<file path="config.mk">
export PLATFORM = sky130hd
export DESIGN_NAME = shifter_pipe
export DESIGN_NICKNAME = d
export VERILOG_FILES = /design/src/rtl/shifter_pipe.sv
export SDC_FILE = /design/constraint.sdc
export NUM_CORES = 1
export LEC_CHECK = 0
export CAP_MARGIN = 10
export CORE_AREA = 2 2 145 147
export DETAILED_ROUTE_END_ITERATION = 6
export DIE_AREA = 0 0 147 149
export PLACE_DENSITY_LB_ADDON = 0.1
export REMOVE_ABC_BUFFERS = 1
export SYNTH_ARGS = -nofsm -noshare
export SYNTH_HDL_FRONTEND = slang
export SYNTH_SLANG_ARGS = --single-unit
</file>
<file path="constraint.sdc">
create_clock -name clk -period 4.5 [get_ports clk]
set_clock_uncertainty 0.05 [all_clocks]
set_input_delay 0.675 -clock clk [delete_from_list [all_inputs] [get_ports clk]]
set_output_delay 0.675 -clock clk [all_outputs]
set_load 0.02 [all_outputs]
</file>
<file path="src/rtl/shifter_pipe.sv">
// Pipelined barrel shifter (SRL/SLL/SRA/ROR/ROL/pass) with valid/ready handshake; one stage per shift-amount bit.
// Optional SHIFTER_ZERO_FLAG_EN adds a registered out_zero flag aligned with out_data.
module shifter_pipe #(
  parameter int unsigned DWIDTH    = 32,
  parameter int unsigned SHIFT_NUM = $clog2(DWIDTH),
  parameter int unsigned TAG_W     = 4
) (
  input  logic                 clk,
  input  logic                 rst,
  input  logic                 in_valid,
  output logic                 in_ready,
  input  logic [DWIDTH-1:0]    in_data,
  input  logic [SHIFT_NUM-1:0] in_shamt,
  input  logic [2:0]           in_mode,
  input  logic [TAG_W-1:0]     in_tag,
  output logic                 out_valid,
  input  logic                 out_ready,
  output logic [DWIDTH-1:0]    out_data,
  output logic [TAG_W-1:0]     out_tag
`ifdef SHIFTER_ZERO_FLAG_EN
  ,
  output logic                 out_zero
`endif
);

  localparam int unsigned LAST   = SHIFT_NUM - 1;
  localparam int unsigned MODE_W = 3;

  logic                 r_valid [SHIFT_NUM];
  logic [DWIDTH-1:0]    r_data  [SHIFT_NUM];
  logic [TAG_W-1:0]     r_tag   [SHIFT_NUM];
  // Control only needs to reach the stage before the last one.
  logic [SHIFT_NUM-1:0] r_shamt [LAST];
  logic [MODE_W-1:0]    r_mode  [LAST];
  logic                 r_sign  [LAST];

  logic w_adv;

  assign w_adv     = !r_valid[LAST] || out_ready;
  assign in_ready  = w_adv;
  assign out_valid = r_valid[LAST];
  assign out_data  = r_data[LAST];
  assign out_tag   = r_tag[LAST];

`ifdef SHIFTER_ZERO_FLAG_EN
  logic r_zero;
  assign out_zero = r_zero;
`endif

  for (genvar k = 0; k < SHIFT_NUM; k++) begin : g_stage
    localparam int unsigned AMT = 2 ** k;

    logic              w_vld;
    logic [DWIDTH-1:0] w_d;
    logic              w_bit;
    logic [MODE_W-1:0] w_md;
    logic              w_sg;
    logic [TAG_W-1:0]  w_tg;
    logic [DWIDTH-1:0] w_res;

    if (k == 0) begin : g_src
      // Sign captured once here so later SRA stages fill with the original MSB.
      assign w_vld = in_valid;
      assign w_d   = in_data;
      assign w_bit = in_shamt[0];
      assign w_md  = in_mode;
      assign w_sg  = in_data[DWIDTH-1];
      assign w_tg  = in_tag;
    end else begin : g_src
      assign w_vld = r_valid[k-1];
      assign w_d   = r_data[k-1];
      assign w_bit = r_shamt[k-1][0];
      assign w_md  = r_mode[k-1];
      assign w_sg  = r_sign[k-1];
      assign w_tg  = r_tag[k-1];
    end

    // Conditional shift/rotate by 2^k.
    always_comb begin
      w_res = w_d;
      if (w_bit) begin
        case (w_md)
          3'b000:         w_res = w_d >> AMT;
          3'b001, 3'b011: w_res = w_d << AMT;
          3'b010:         w_res = (w_d >> AMT) | ({DWIDTH{w_sg}} << (DWIDTH - AMT));
          3'b100:         w_res = (w_d >> AMT) | (w_d << (DWIDTH - AMT));
          3'b101:         w_res = (w_d << AMT) | (w_d >> (DWIDTH - AMT));
          default:        w_res = w_d;
        endcase
      end
    end

    always_ff @(posedge clk) begin
      if (rst) begin
        r_valid[k] <= 1'b0;
        r_data[k]  <= '0;
        r_tag[k]   <= '0;
      end else if (w_adv) begin
        r_valid[k] <= w_vld;
        r_data[k]  <= w_res;
        r_tag[k]   <= w_tg;
      end
    end

    if (k < LAST) begin : g_ctrl
      // Remaining shamt is shifted down so the next stage always reads bit 0.
      logic [SHIFT_NUM-1:0] w_sh_full;
      if (k == 0) begin : g_sh
        assign w_sh_full = in_shamt;
      end else begin : g_sh
        assign w_sh_full = r_shamt[k-1];
      end

      always_ff @(posedge clk) begin
        if (rst) begin
          r_shamt[k] <= '0;
          r_mode[k]  <= '0;
          r_sign[k]  <= 1'b0;
        end else if (w_adv) begin
          r_shamt[k] <= w_sh_full >> 1;
          r_mode[k]  <= w_md;
          r_sign[k]  <= w_sg;
        end
      end
    end

`ifdef SHIFTER_ZERO_FLAG_EN
    if (k == LAST) begin : g_zero
      always_ff @(posedge clk) begin
        if (rst) begin
          r_zero <= 1'b0;
        end else if (w_adv) begin
          r_zero <= (w_res == '0);
        end
      end
    end
`endif
  end

endmodule

</file>
==> key figures, run 1 <==
Run status
  – Status: finished, final reports clean

Setup path
  – Worst Reg-to-Reg Cells: 4
  – Crit path max fanout: 4
  – Setup crit start: out_ready
  – Flop-to-flop setup slack: 2.30 ns
  – Worst EP required: 3.77 ns
  – Worst R2R Start: r_valid[4]
  – CP startpoint kind: primary input
  – Critical Path End Type: output port
  – Critical Path AT: 1.89 ns
  – RR Endpoint: r_data[1][21]
  – Critical path class: primary input to output port

STA
  – RSZ-0062 raised after global routing: no
  – Pins Over Slew Limit: 0
  – Sum of negative setup slack: 0 ns
  – Worst slew pin tran: 1.104 ns
  – Crit path time final: 2.614 ns
  – Fin. Hold Viols: 0
  – Period utilization: 58.09%
  – Setup violators final: 0
  – Slew headroom: 26.40%
  – Maximum operating frequency: 382.6 MHz

CTS
  – Worst skew pair latency: 0.51 ns
  – CTS tree: yes
  – Clk slew on worst S/H paths: 0.06 ns
  – H-tree depth: 1
  – Hold Buf Count CTS: 0
  – CTS-repair resized insts: 0
  – Post-CTS setup buffer count: 0
  – Num CTS Buffers: 22
  – Clock root buffer: clkbuf_16
  – Clock buffer depth: 3
  – Clock sinks: 211

Floorplan
  – Die width: 147 µm
  – Core Footprint: 20,560 µm²
  – Die Ht: 149 µm
  – Rows: 53
  – Starting Density: 53.68%
  – IO Count: 86
  – Die area: 21,900 µm²

Run
  – Max-cap violations: 0

Placement
  – Post-DP HPWL: 13.49 mm
  – Placed Area: 11,860 µm²
  – Placed insts: 1,203
  – PortBufs: 85
  – Final Wtd Congestion: 0.8860

Logic synthesis
  – Flops & latches, synth: 211
  – Synth Instances: 912
  – Main combinational cell family by area after synthesis: compound AO/OA/AOI/OAI gates
  – Simple-gate share of the synthesized area: 11.93%
  – Main area contributors after synthesis: edfxtp_1 57%, mux2i_1 8.9%, a211oi_2 6.2%
  – Sequential area share after synthesis: 57.41%
  – Area leader, netlist: edfxtp_1
  – Compound-gate portion of the synthesized area: 17.17%
  – Synth top area share: 57.41%
  – Syn. warnings: 0
  – Post-Syn Area: 11,040 µm²
  – Synth Area in Adders: 0%
  – Yosys cell types: 39
  – Post-synthesis mux area share: 8.889%
  – Xor and xnor area share after synthesis: 0%
  – Mapped Avg Cell Area: 12.10 µm²

Final layout
  – N_diodes: 0
  – Layout cells sized above 1: 11.16%
  – Finished Layout Cells: 1,243
  – Fin area: 12,520 µm²
  – Fin util: 60.90%
  – Fill cell count: 1,568
  – Net count, final: 1,001
  – Area Overhead vs Synth: 13.45%

Routing
  – Vias per cell: 5.729
  – Drt pass-1 iters: 5
  – Initial DRC count: 657
  – Drt drc: 0
  – WL final: 20.32 mm
  – Antenna viol nets, final: 0
  – Via count: 7,121
  – Routed len/inst: 16.34 µm

Power and ir drop
  – Pleak: 4.495 nW
  – P per Cell Area: 356.8 nW/µm²
  – Peak VDD IR: 226.5 µV
  – Pwr Total: 4.467 mW

Min path
  – Worst hold-check path type: flip-flop to flip-flop
  – WHS Endpoint: r_tag[3][3]
  – Hold Crit Start: r_tag[2][3]
  – Hold Path Depth: 1

GRT
  – Total GRT Usage: 18.16%
  – Global-route wire length before repair: 32.91 mm
  – Overflow after GRT: 0
  – Initial antenna violation count: 0
  – Largest net degree at the start of global routing: 94
  – Vias in the first global route: 6,741
==> placed cells by master (no fill, tap or decap), drive strengths merged, types with 2 or more instances in the layout <==
master         instances
edfxtp               211
nor2                 101
a211oi                99
mux2i                 98
clkdlybuf4s50         84
nand2                 61
and2                  55
o21ai                 49
a21oi                 39
clkbuf                26
a31oi                 23
nand2b                21
nand3                 18
a21o                  15
buf                   15
clkinv                12
a22oi                 11
or2                    8
nor2b                  6
a21boi                 4
nand3b                 2
o211ai                 2
and2b                  2
==> metrics by stage <==
step | setup WS [ns] | hold WS, ns
after floorplan | 0.3814 | 0.4467
after global placement | 1.653 | 0.4497
after detailed placement | 1.533 | 0.4590
after CTS | 1.885 | 0.4680
after global routing | 1.871 | 0.4704
final | 1.886 | 0.4639
==> layout make-up <==
type                       count  area [µm²]  share of cell area, %
clock buffer                  26       565.5                  4.517
multi-input combinational    618        4210                  33.63
clock inverter                13       71.32                 0.5697
tap                          275       344.1                  2.748
timing repair buffer          99       988.4                  7.895
sequential                   211        6336                  50.61
inverter                       1       3.754                0.02998
==> where the power goes <==
group	total, mW	internal, mW	switching, mW
clock	1.60	0.897	0.707
combinational	0.464	0.212	0.252
sequential	2.40	2.30	0.104
==> routing by layer <==
metal,vias to the layer above,wire [µm],track usage [%]
met5,-,0,0
met4,0,541,7.644
met3,51,970,2.966
met2,223,10150,31.85
met1,3362,8651,22.51
li1,3485,-,-
==> registers in the layout, indices dropped and copies added (netlist names) <==
signal and cells:
r_tag 20, r_valid 5, r_shamt 10, r_data 160
r_mode 12, r_sign 4
==> worst max-delay path: stages <==
cell             delay, ns
clkdlybuf4s50_1       0.46
nand2b_4              0.15
clkdlybuf4s50_1       0.61
==> cell families after synthesis <==
| kind of cell | after synthesis |
|---|---|
| simple gates | 275 |
| compound gates | 245 |
| flops | 211 |
| mux | 98 |
| buf+inv | 83 |
==> cell usage after synthesis <==
cell / instances
edfxtp_1: 211
nor2_1: 101
mux2i_1: 98
nand2_1: 61
a211oi_2: 55
and2_1: 54
o21ai_0: 45
a211oi_1: 44
a21oi_1: 39
buf_2: 36
a31oi_1: 23
nand2b_1: 20
nand3_1: 18
a21o_1: 15
buf_4: 14
clkbuf_1: 12
a22oi_1: 11
buf_6: 11
clkbuf_2: 7
or2_0: 7
nor2b_1: 4
o21ai_1: 4
a21boi_4: 2
and2b_1: 2
clkbuf_4: 2
nand3b_1: 2
o211ai_1: 2
a21boi_1: 1
a21boi_2: 1
a22o_1: 1
a41oi_1: 1
and2_0: 1
inv_1: 1
nand2b_4: 1
nor2b_2: 1
nor2b_4: 1
nor3b_1: 1
o21a_1: 1
or2_2: 1
==> how the worst max path moves through the flow <==
stage | end
global placement | r_data[1][12]
global route | in_ready
finish | in_ready
CTS | in_ready
detailed placement | r_data[1][18]
floorplan | r_data[0][10]
Note: power is estimated with default switching activity, not from simulation.
==> run 2: changes to the inputs <==
Clock period 4.5 ns to 2.65 ns, I/O delays scaled along.
==> run 2 against run 1 <==
  * Worst setup slack lost 1.4 ns
  * Die area unchanged
  * Worst hold slack worse by 0.0040 ns
  * First-iteration DRC count shrank 24%
  * Register-to-register slack got worse by 1.7 ns
  * Sequential share of layout area is 0.59 points lower
  * Combinational power grew 75%
  * Core utilization up 0.72 points
  * Non-clock buffer count is 6 higher
  * Count of clock-buffer cells in the layout grew 5
  * Clock power rose by 71%
  * Via count fell by 0.15%
  * Critical endpoint unchanged
==> key figures, run 2 (synthesis results as in run 1) <==
Setup path
  – Setup crit start: r_valid[4]
  – Crit path max fanout: 4
  – CP Cell Sequence: nand2b_4 -> clkdlybuf4s50_1
  – Critical Path End Type: output port
  – WP buf/inv: 1
  – Worst EP required: 2.20 ns
  – CP max stage cell: clkdlybuf4s50_1
  – Worst R2R Start: r_mode[1][1]
  – Largest stage delay on the critical path: 0.63 ns
  – CP top delay family: buffers and inverters
  – CP startpoint kind: flip-flop
  – Critical Path AT: 1.69 ns
  – Critical path class: flip-flop to output port

CTS
  – Post-CTS setup buffer count: 0
  – Hold Buf Count CTS: 0
  – Num CTS Buffers: 22
  – CTS-repair resized insts: 0
  – Clock sinks: 211
  – Clock root buffer: clkbuf_16
  – H-tree depth: 1
  – Clk slew on worst S/H paths: 0.06 ns
  – Clock buffer depth: 3
  – CTS tree: yes
  – Worst skew pair latency: 0.51 ns

Routing
  – Initial DRC count: 499
  – Vias per cell: 5.693
  – Via count: 7,110
  – Drt drc: 0
  – Routed len/inst: 16.35 µm
  – Antenna viol nets, final: 0
  – Drt pass-1 iters: 5
  – WL final: 20.42 mm

GRT
  – Initial antenna violation count: 0
  – Largest net degree at the start of global routing: 64
  – Global-route wire length before repair: 33.81 mm
  – Total GRT Usage: 18.58%
  – Overflow after GRT: 0
  – Vias in the first global route: 6,826

Final layout
  – Biggest register: r_data
  – Fin util: 61.62%
  – Max reg flops: 160
  – Layout cells sized above 1: 11.40%
  – Most common cell after layout, fill and taps aside: edfxtp_1
  – N_diodes: 0
  – Net count, final: 1,007
  – Commonest non-fill, non-tap cells in the layout: 211 x edfxtp_1, 101 x nor2_1, 98 x mux2i_1
  – Area Overhead vs Synth: 14.78%
  – Biggest regs: r_data x160, r_tag x20, r_mode x12

STA
  – Worst slew pin tran: 0.9092 ns
  – Setup violators final: 0
  – RSZ-0062 raised after global routing: no
  – Setup ws final: 0.5166 ns
  – Slew headroom: 39.39%
  – Period utilization: 80.50%
  – Pins Over Slew Limit: 0
  – Fin. Hold Viols: 0
  – Sum of negative setup slack: 0 ns
  – Maximum operating frequency: 468.7 MHz
  – Crit path time final: 2.133 ns

Min path
  – Worst hold-check path type: flip-flop to flip-flop
  – Hold Crit Start: r_shamt[0][1]

Placement
  – Setup WS pre-CTS: 0.4087 ns
  – Post-DP HPWL: 14.19 mm
  – PortBufs: 85
  – Final Wtd Congestion: 0.8928

Floorplan
  – Die width: 147 µm
  – Rows: 53
  – IO Count: 86
  – Starting Density: 53.68%
  – Die Ht: 149 µm
  – Core Footprint: 20,560 µm²
  – Die area: 21,900 µm²

Power and ir drop
  – Pleak: 4.564 nW
  – P per Cell Area: 601.7 nW/µm²
  – Peak VDD IR: 444.6 µV

Run
  – Max-cap violations: 0

Run status
  – Status: finished, final reports clean
run 2: cell count changes in the layout (fill, tap and decap cells not counted):
cell	previous run	this run
buf_12	3	11
clkinv_2	5	3
clkinv_1	6	5
clkinvlp_4	1	0
buf_4	11	9
clkbuf_1	4	8
clkbuf_16	22	23
clkinv_8	1	0
run 2: final cells by class:
type | instances | area (µm²)
multi-input combinational | 618 | 4210
clock inverter | 8 | 33.78
fill | 1595 | 7890
sequential | 211 | 6336
clock buffer | 31 | 605.6
tap | 275 | 344.1
inverter | 1 | 3.754
timing repair buffer | 105 | 1134
run 2: routing by layer:
| layer | global-route usage (%) | routed length [µm] |
|---|---|---|
| met5 | 0 | 0 |
| met4 | 6.587 | 487 |
| met1 | 23.32 | 8633 |
| met3 | 2.508 | 810 |
| met2 | 33.24 | 10490 |
run 2: where the power goes:
part | internal (mW) | total (mW) | switching [mW]
Sequential | 3.90 | 4.06 | 0.165
Clock | 1.58 | 2.74 | 1.16
Combinational | 0.373 | 0.813 | 0.440
run 2: stage by stage:
step	cell area (µm²)	power (mW)	hold WS, ns	cells
CTS	12670	7.683	0.4666	1249
finish	12670	7.622	0.4600	1249
detailed placement	12030	4.941	0.4566	1210
global placement	12030	4.904	0.4494	1210
global route	12670	7.916	0.4818	1249
floorplan	10530	4.613	0.4467	830
run 2: worst paths after layout:
| check | depth (start not counted) | to | slack [ns] |
|---|---|---|---|
| max reg2reg | 5 | r_data[3][27] | 0.60 |
| min | 1 | r_shamt[1][0] | 0.46 |
| min reg2reg | 1 | r_shamt[1][0] | 0.46 |
| max | 2 | in_ready | 0.52 |
run 2: worst register-to-register path, stage by stage (launching register included):
cell and delay (ns):
edfxtp_1 0.75, nand2_1 0.15, and2_1 0.19, buf_4 0.28, o21ai_0 0.29, a31oi_1 0.08
